`src/rtl/marmot_sram_arbiter.sv`:
```
// marmot_sram_arbiter
// Shares the 8-bank data-array SRAM between the core RW0 port and a Wishbone
// classic slave. The management SoC uses the slave to preload or inspect memory.
// The core always wins the macros. A Wishbone access waits until the core is
// idle for a cycle. If the core stays busy for TIMEOUT cycles, the access gets an
// error ack instead, and wb_timeout is set.
//
// Optional feature macro: MARMOT_SRAM_ARB_WB_WRITE_EN
//   defined   - Wishbone writes reach the macros (web=0, wmask=wbs_sel_i).
//   undefined - the SRAM is read-only from Wishbone. Writes are acked one cycle
//               after acceptance and never touch the macros.
//
// Ports:
//   wb_clk_i, wb_rst_i        clock, asynchronous active-high reset
//   wbs_*                     Wishbone classic slave (byte address, 32-bit data)
//   core_en/wmode/addr/wdata/wmask, core_rdata
//                             core RW0 port; read data arrives one cycle later
//   ram_csb/web/addr/wdata/wmask, ram_rdata
//                             macro pins (active-low selects, bank k at ram_rdata[32k+:32])
//   wb_timeout                sticky timeout flag, cleared only by reset
module marmot_sram_arbiter #(
    parameter int          ADDR_W    = 12,
    parameter int          BANK_BITS = 3,
    parameter logic [31:0] WB_BASE   = 32'h3000_0000,
    parameter int          TIMEOUT   = 255,
    parameter logic [31:0] ERR_DATA  = 32'hDEAD_BEEF,
    localparam int         NBANK     = 2 ** BANK_BITS,
    localparam int         ROW_W     = ADDR_W - BANK_BITS
) (
    input  logic                  wb_clk_i,
    input  logic                  wb_rst_i,
    input  logic                  wbs_stb_i,
    input  logic                  wbs_cyc_i,
    input  logic                  wbs_we_i,
    input  logic [3:0]            wbs_sel_i,
    input  logic [31:0]           wbs_dat_i,
    input  logic [31:0]           wbs_adr_i,
    output logic                  wbs_ack_o,
    output logic [31:0]           wbs_dat_o,
    input  logic                  core_en,
    input  logic                  core_wmode,
    input  logic [ADDR_W-1:0]     core_addr,
    input  logic [31:0]           core_wdata,
    input  logic [3:0]            core_wmask,
    output logic [31:0]           core_rdata,
    output logic [NBANK-1:0]      ram_csb,
    output logic                  ram_web,
    output logic [ROW_W-1:0]      ram_addr,
    output logic [31:0]           ram_wdata,
    output logic [3:0]            ram_wmask,
    input  logic [NBANK*32-1:0]   ram_rdata,
    output logic                  wb_timeout
);

    localparam int CNT_W = $clog2(TIMEOUT + 1);

    typedef enum logic [1:0] {S_IDLE, S_WAIT, S_RDATA, S_ACK} state_t;

    state_t                 state_reg;
    logic [CNT_W-1:0]       cnt_reg;
    logic [ADDR_W-1:0]      req_addr_reg;
    logic [BANK_BITS-1:0]   core_bank_reg;
`ifdef MARMOT_SRAM_ARB_WB_WRITE_EN
    logic                   req_we_reg;
    logic [31:0]            req_dat_reg;
    logic [3:0]             req_sel_reg;
`endif

    logic [31:0]            bank_rdata [NBANK];
    logic                   drv_en;
    logic [BANK_BITS-1:0]   drv_bank;
    logic                   wb_hit;
    logic [BANK_BITS-1:0]   req_bank;
    logic                   unused_wb_bits;

    // The window spans exactly the core word space, so the high address bits
    // alone decide whether an access hits.
    assign wb_hit   = (wbs_adr_i[31:ADDR_W+2] == WB_BASE[31:ADDR_W+2]);
    assign req_bank = req_addr_reg[ADDR_W-1:ROW_W];

`ifdef MARMOT_SRAM_ARB_WB_WRITE_EN
    assign unused_wb_bits = ^wbs_adr_i[1:0];
`else
    assign unused_wb_bits = ^{wbs_adr_i[1:0], wbs_sel_i, wbs_dat_i};
`endif

    genvar gi;
    generate
        for (gi = 0; gi < NBANK; gi++) begin : g_bank
            assign bank_rdata[gi] = ram_rdata[gi*32 +: 32];
            assign ram_csb[gi]    = ~(drv_en && (drv_bank == BANK_BITS'(gi)));
        end
    endgenerate

    // The core read mux uses the bank registered at the read, so it follows the
    // macro's one-cycle output latency.
    assign core_rdata = bank_rdata[core_bank_reg];

    // The macro drive is combinational so that the core reaches the macros with no
    // extra latency. WAIT with the core idle is the Wishbone issue cycle.
    always_comb begin
        drv_en    = 1'b0;
        drv_bank  = '0;
        ram_web   = 1'b1;
        ram_addr  = '0;
        ram_wdata = '0;
        ram_wmask = '0;
        if (core_en) begin
            drv_en    = 1'b1;
            drv_bank  = core_addr[ADDR_W-1:ROW_W];
            ram_web   = ~core_wmode;
            ram_addr  = core_addr[ROW_W-1:0];
            ram_wdata = core_wdata;
            ram_wmask = core_wmask;
        end else if (state_reg == S_WAIT) begin
            drv_en    = 1'b1;
            drv_bank  = req_bank;
            ram_addr  = req_addr_reg[ROW_W-1:0];
`ifdef MARMOT_SRAM_ARB_WB_WRITE_EN
            ram_web   = ~req_we_reg;
            ram_wdata = req_dat_reg;
            ram_wmask = req_we_reg ? req_sel_reg : 4'h0;
`endif
        end
    end

    always_ff @(posedge wb_clk_i or posedge wb_rst_i) begin
        if (wb_rst_i) begin
            state_reg     <= S_IDLE;
            cnt_reg       <= '0;
            req_addr_reg  <= '0;
            core_bank_reg <= '0;
            wbs_ack_o     <= 1'b0;
            wbs_dat_o     <= '0;
            wb_timeout    <= 1'b0;
`ifdef MARMOT_SRAM_ARB_WB_WRITE_EN
            req_we_reg    <= 1'b0;
            req_dat_reg   <= '0;
            req_sel_reg   <= '0;
`endif
        end else begin
            if (core_en && !core_wmode) begin
                core_bank_reg <= core_addr[ADDR_W-1:ROW_W];
            end

            case (state_reg)
                S_IDLE: begin
                    if (wbs_stb_i && wbs_cyc_i && !wbs_ack_o) begin
                        // Latch the request now. Changes the master makes
                        // later do not affect this access.
                        req_addr_reg <= wbs_adr_i[ADDR_W+1:2];
`ifdef MARMOT_SRAM_ARB_WB_WRITE_EN
                        req_we_reg   <= wbs_we_i;
                        req_dat_reg  <= wbs_dat_i;
                        req_sel_reg  <= wbs_sel_i;
                        if (!wb_hit) begin
`else
                        if (!wb_hit || wbs_we_i) begin
`endif
                            state_reg <= S_ACK;
                            wbs_ack_o <= 1'b1;
                            wbs_dat_o <= '0;
                        end else begin
                            state_reg <= S_WAIT;
                        end
                    end
                end

                S_WAIT: begin
                    if (!core_en) begin
`ifdef MARMOT_SRAM_ARB_WB_WRITE_EN
                        if (req_we_reg) begin
                            state_reg <= S_ACK;
                            wbs_ack_o <= 1'b1;
                            wbs_dat_o <= '0;
                        end else begin
                            state_reg <= S_RDATA;
                        end
`else
                        state_reg <= S_RDATA;
`endif
                    end else if (cnt_reg == CNT_W'(TIMEOUT - 1)) begin
                        // This is the TIMEOUT-th cycle the core has blocked the access.
                        state_reg  <= S_ACK;
                        wbs_ack_o  <= 1'b1;
                        wb_timeout <= 1'b1;
`ifdef MARMOT_SRAM_ARB_WB_WRITE_EN
                        wbs_dat_o  <= req_we_reg ? 32'h0 : ERR_DATA;
`else
                        wbs_dat_o  <= ERR_DATA;
`endif
                    end else begin
                        cnt_reg <= cnt_reg + 1'b1;
                    end
                end

                S_RDATA: begin
                    state_reg <= S_ACK;
                    wbs_ack_o <= 1'b1;
                    wbs_dat_o <= bank_rdata[req_bank];
                end

                S_ACK: begin
                    state_reg <= S_IDLE;
                    wbs_ack_o <= 1'b0;
                    wbs_dat_o <= '0;
                    cnt_reg   <= '0;
                end

                default: state_reg <= S_IDLE;
            endcase
        end
    end

endmodule

```
`config.mk`:
```
export PLATFORM = sky130hd
export DESIGN_NAME = marmot_sram_arbiter
export DESIGN_NICKNAME = d
export VERILOG_FILES = /design/src/rtl/marmot_sram_arbiter.sv
export SDC_FILE = /design/constraint.sdc
export NUM_CORES = 1
export LEC_CHECK = 0
export BUFFER_PORTS_ARGS = -buffer_cell sky130_fd_sc_hd__buf_2
export CAP_MARGIN = 20
export CORE_AREA = 2 2 196 198
export CTS_BUF_LIST = sky130_fd_sc_hd__clkbuf_8
export CTS_CLUSTER_DIAMETER = 100
export CTS_CLUSTER_SIZE = 24
export DETAILED_ROUTE_END_ITERATION = 7
export DIE_AREA = 0 0 198 200
export REMOVE_ABC_BUFFERS = 1
export SLEW_MARGIN = 20
export SYNTH_ARGS = -nofsm -noshare
export SYNTH_HDL_FRONTEND = slang
export SYNTH_SLANG_ARGS = --single-unit
```
`constraint.sdc`:
```
create_clock -name wb_clk_i -period 2.2 [get_ports wb_clk_i]
set_input_delay 0.44 -clock wb_clk_i [delete_from_list [all_inputs] [get_ports wb_clk_i]]
set_output_delay 0.44 -clock wb_clk_i [all_outputs]
set_load 0.05 [all_outputs]
```
Word-level counts from Yosys, hierarchy flattened
Cells that the tools add are included.
Widths: inputs -> output; s select.
{ "totals": {"regBits": 59, "in_bits": 379, "output_inout_bits": 120} }
{ "classes": {"addsub": 1, "n_lt_le_gt_ge": 2, "eq_ne": 18, "mux": 33, "n_bitwise": 11, "n_reduce_logical": 23} }
{ "ops": {"columns": ["operator", "count"], "rows": [
  ["$mux 32", 9],
  ["$bmux 32 s3", 2],
  ["$pmux 32 s4", 1],
  ["$eq 18x16->1 const B", 1],
  ["$mux 9", 2],
  ["$mux 8", 2],
  ["$pmux 8 s2", 1],
  ["$eq 3x3->1 const B", 4],
  ["$logic_and 1x1->1", 11],
  ["$not 1->1", 9],
  ["$add 8x1->8 const B", 1],
  ["$eq 8x8->1 const B", 1],
  ["$ge 4x4->1 const B", 2],
  ["$mux 2", 4],
  ["$ne 2x2->1 const B", 4],
  ["$not 3->4", 2],
  ["$pmux 2 s4", 1],
  ["$mux 1", 7],
  ["$eq 3x2->1 const B", 2],
  ["$mux 3", 2],
  ["$reduce_and 3->1", 2],
  ["$eq 2x2->1 const B", 2],
  ["$mux 4", 1],
  ["$pmux 1 s4", 1],
  ["other kinds (11)", 14]
]} }

Depth between registers and ports, before layout
{ "depth": {"ltp_word": 6, "ltp_mapped": 8, "mapped_depth_nobuf": 7} }

Least setup slack after synthesis
OpenSTA, ideal clock, no wires.
{ "synth_timing": {"path_kind": "register -> output", "startpoint": "register state_reg[1]", "endpoint": "output ram_addr[0]", "arrival_time_ps": 2444, "required_time_ps": 1760, "slack_ps": -684, "path_stages_with_launch": 7, "n_path_buf": 2, "cell_sequence": "dfrtp_1 -> inv_1 -> ha_1 -> clkbuf_1 -> buf_1 -> nand2_1 -> o21ai_0"} }
{ "synth_between": {"elab_chain_len": 3} }
{ "synth_lines": {"columns": ["element", "line_no", "text"], "rows": [
  ["start, declared", "59", "state_t state_reg;"],
  ["start signal, assigned", "129", "state_reg <= S_IDLE;"],
  ["start signal, assigned", "160", "state_reg <= S_ACK;"],
  ["start signal, assigned", "164", "state_reg <= S_WAIT;"],
  ["$eq 2x1->1", "115", "end else if (state_reg == S_WAIT) begin"],
  ["$mux 9", "115", null],
  ["$mux 9", "108", "if (core_en) begin"],
  ["end, declared", "48", "output logic [ROW_W-1:0] ram_addr,"]
]} }
Every way passes these cells.

Worst setup path in the final report
{ "layout_timing": {"startpoint": "register core_bank_reg[0]", "endpoint": "output core_rdata[4]"} }
{ "layout_between": {"elab_chain_len": 4} }
{ "layout_lines": {"columns": ["element", "line_no", "text"], "rows": [
  ["start, declared", "62", "logic [BANK_BITS-1:0] core_bank_reg;"],
  ["start signal, assigned", "143", "core_bank_reg <= core_addr[ADDR_W-1:ROW_W];"],
  ["$not 3->4 (not written as such)", "97", "assign core_rdata = bank_rdata[core_bank_reg];"],
  ["$bmux 32 s3", "97", null],
  ["$mux 32 (not written as such) (2 in series)", "97", null],
  ["end, declared", "45", "output logic [31:0] core_rdata,"]
]} }
Every way passes these cells. The select of a mux whose other input is x is not followed.

==> metrics.cfg <==
[critical_path]
slowest_delay_ps = 510
cp-end-kind = output pin
crit_slowest_cell = dfrtp_4
worst-path-max-fanout = 6
worstSetupPathType = reg2out
cp_top_family = multiplexers
required_ps = 1760
worstSetupStartpointType = flop
crit_path_cell_trace = buf_12 > buf_12 > buf_16 > mux4_2 > mux2_4 > buf_8
cp.arrival_ps = 2160
crit_path_frequent_cell = buf_12
path_buf_inv = 4

[route]
ant_nets = 0
detailedRoute.firstIterationViolations = 298
routed_wl_um = 32200
wire_per_inst_um = 19.5
vias = 7856
drt_first_pass_iters = 5
via_per_inst = 4.77
post-route-drc-count = 0

[timing]
fin_ws_ps = -403
slew_headroom_pct = 69.5
setup_tns_ps = -11190
finalSetupViolCount = 32
fin_crit_sh_pct = 118
timing.hold.ws_ps = 53.3
hold_violations = 0
fin_worst_skew_ps = 12.8
worstMarginPinSlew_ps = 458
rsz0062_at_grt = yes
final_max_slew_viol_count = 0
max_freq_ghz = 0.384
min_period_ps = 2600

[logic_synthesis]
synth_top_area_share_pct = 26.0
yosys.area.top_type = mux4_2
synth_warnings = 0
syn_area_per_cell_sq_um = 10.5
synth-edff-count = 0
async_reset_ff_share_pct = 100
synthCells = 658
synth.cell_area_sq_um = 6940
synth_area_leaders = mux4_2 26%, dfrtp_1 21%, mux2i_1 15%, mux2_2 7.6%, a22oi_1 5.2%
netlist_top_cells_count = 104 x mux2i_1, 80 x mux4_2, 69 x nand2_1
ys_seq_elements = 59
ys.flop_type = dfrtp_1
seq_area_frac_synth_pct = 21.3
yosysMostFrequentCell = mux2i_1
yosysUniqueCellTypes = 41

[clocking]
clkLatencyLatePin_ps = 370
cts.sinks = 59
clockBufferDepth = 2
cts.clk_slew.worst_paths_ps = 80
cts_made_buffers = 9
cts_tree = done
root_buffer = clkbuf_8
cts_max_level = 3

[placement]
pre_cts_slack_ps = -39.6
place_hpwl_um = 25200
portBuffers = 460
place_congestion = 0.914

[flow_run]
cap_viol_max_count = 0

[floorplan]
die_y_um = 200
initial_utilization_pct = 18.6
fp.dieW_um = 198
core_area_sq_um = 37400
ios = 499
num_rows = 71
die-area_sq_um = 39600

[cells_and_area]
utilization_pct = 29.8
layout-area-overhead-vs-synth_pct = 60.3
largest_reg_flops = 32
drive_above_1_share_pct = 62.5
nNetsFinal = 1511

[run_status]
status = finished, violations left
violations = negative setup slack

[power_and_ir_drop]
leakage_nw = 5.09
ir_drop_uv = 557
power_density_nw_per_um2 = 1070

[grt]
antenna_found_initial = 8
grt_pass1_vias = 7944
grt_max_degree = 50
grt_first_pass_wirelength_um = 45300
groute.usage.overall_pct = 15.4
gr-total-overflow = 0

[worst_hold_path]
hold_class = in2async

## cells by family after synthesis
kind of cell	share of synthesized area, %
XOR/XNOR	0.252
adder cells (fa/ha/maj)	1.08
flip-flops	21.3
buffers and inverters	4.78
AO/OA/AOI/OAI	13.9
AND/OR/NAND/NOR	10.2
multiplexers	48.6
## worst paths after layout
check	startpoint	end	slack, ps	cells after the start
max in group asynchronous	wb_rst_i	wbs_dat_o[28]	1550	3
hold reg to reg	wb_timeout	wb_timeout	470	1
setup / recovery	core_bank_reg[0]	core_rdata[4]	-400	6
min in group wb_clk_i	wbs_adr_i[13]	req_addr_reg[11]	300	2
hold / removal	wb_rst_i	req_addr_reg[7]	50	2
setup reg to reg	state_reg[0]	wbs_dat_o[17]	200	8
## final cells by class
cell class / count / area (sq um)
Fill cell: 3902 / 26300
Multi-Input combinational cell: 525 / 5300
Timing Repair Buffer: 525 / 3450
Sequential cell: 59 / 1490
Tap cell: 511 / 639
Clock buffer: 11 / 151
Clock inverter: 5 / 61.3
Inverter: 6 / 23.8
Antenna cell: 5 / 12.5
## power by group
group          internal [mW]  total (mW)  switching, mW  leakage [nW]
registers               1.47        1.76          0.286         0.765
clock network          0.587        1.11          0.519        0.0978
logic                   3.80        9.05           5.26          4.23
total                   5.86        11.9           6.06          5.09
## layout by cell type, fill, tap and decap left out, types with 4 or more instances in the layout
cell type,instances
buf_2,413
mux2i_1,104
mux4_2,80
nand2_1,67
dfrtp_1,53
a22oi_1,48
buf_4,42
and2_1,38
buf_6,36
mux2_2,35
a31oi_1,25
o21ai_1,21
buf_12,20
o21ai_0,13
o31ai_1,12
mux2_4,12
o21ai_2,11
clkbuf_8,11
buf_8,10
nor2_1,8
nand3_1,7
diode_2,5
ha_1,5
nand3_2,4
inv_1,4
## worst register-to-register path: cells and delay by family (launching register included)
| kind | cells | cell delay (ps) |
|---|---|---|
| simple gates | 3 | 520 |
| flops | 1 | 430 |
| compound gates | 2 | 390 |
| buf+inv | 2 | 340 |
| fa+ha+maj | 1 | 200 |
## per-stage QoR
| stage | instances | instance area [sq um] | total power, mW |
|---|---|---|---|
| 3_5_place_dp | 1606 | 10200 | 10.2 |
| 2_1_floorplan | 590 | 6630 | 7.12 |
| 5_1_grt | 1647 | 11100 | 12.7 |
| 6_report | 1647 | 11100 | 11.9 |
| 3_3_place_gp | 1606 | 10200 | 10.1 |
| 4_1_cts | 1635 | 10900 | 11.9 |
## what timing repair did
item	in CTS	in global routing
pin swaps	2	4
buffers inserted	10	8
cloned	3	1
hold buffers	0	0
resized for setup	111	50
endpoints found under the setup margin	49	80
## per-layer routing
metal / wire [um] / up-vias / GRT usage [%]
met3: 2480 / 67 / 3.80
met2: 17300 / 451 / 28.9
met5: 37 / - / 0
met1: 11200 / 3803 / 15.9
li1: - / 3529 / -
met4: 1100 / 6 / 7.91
(Power assumes the default switching activity.)
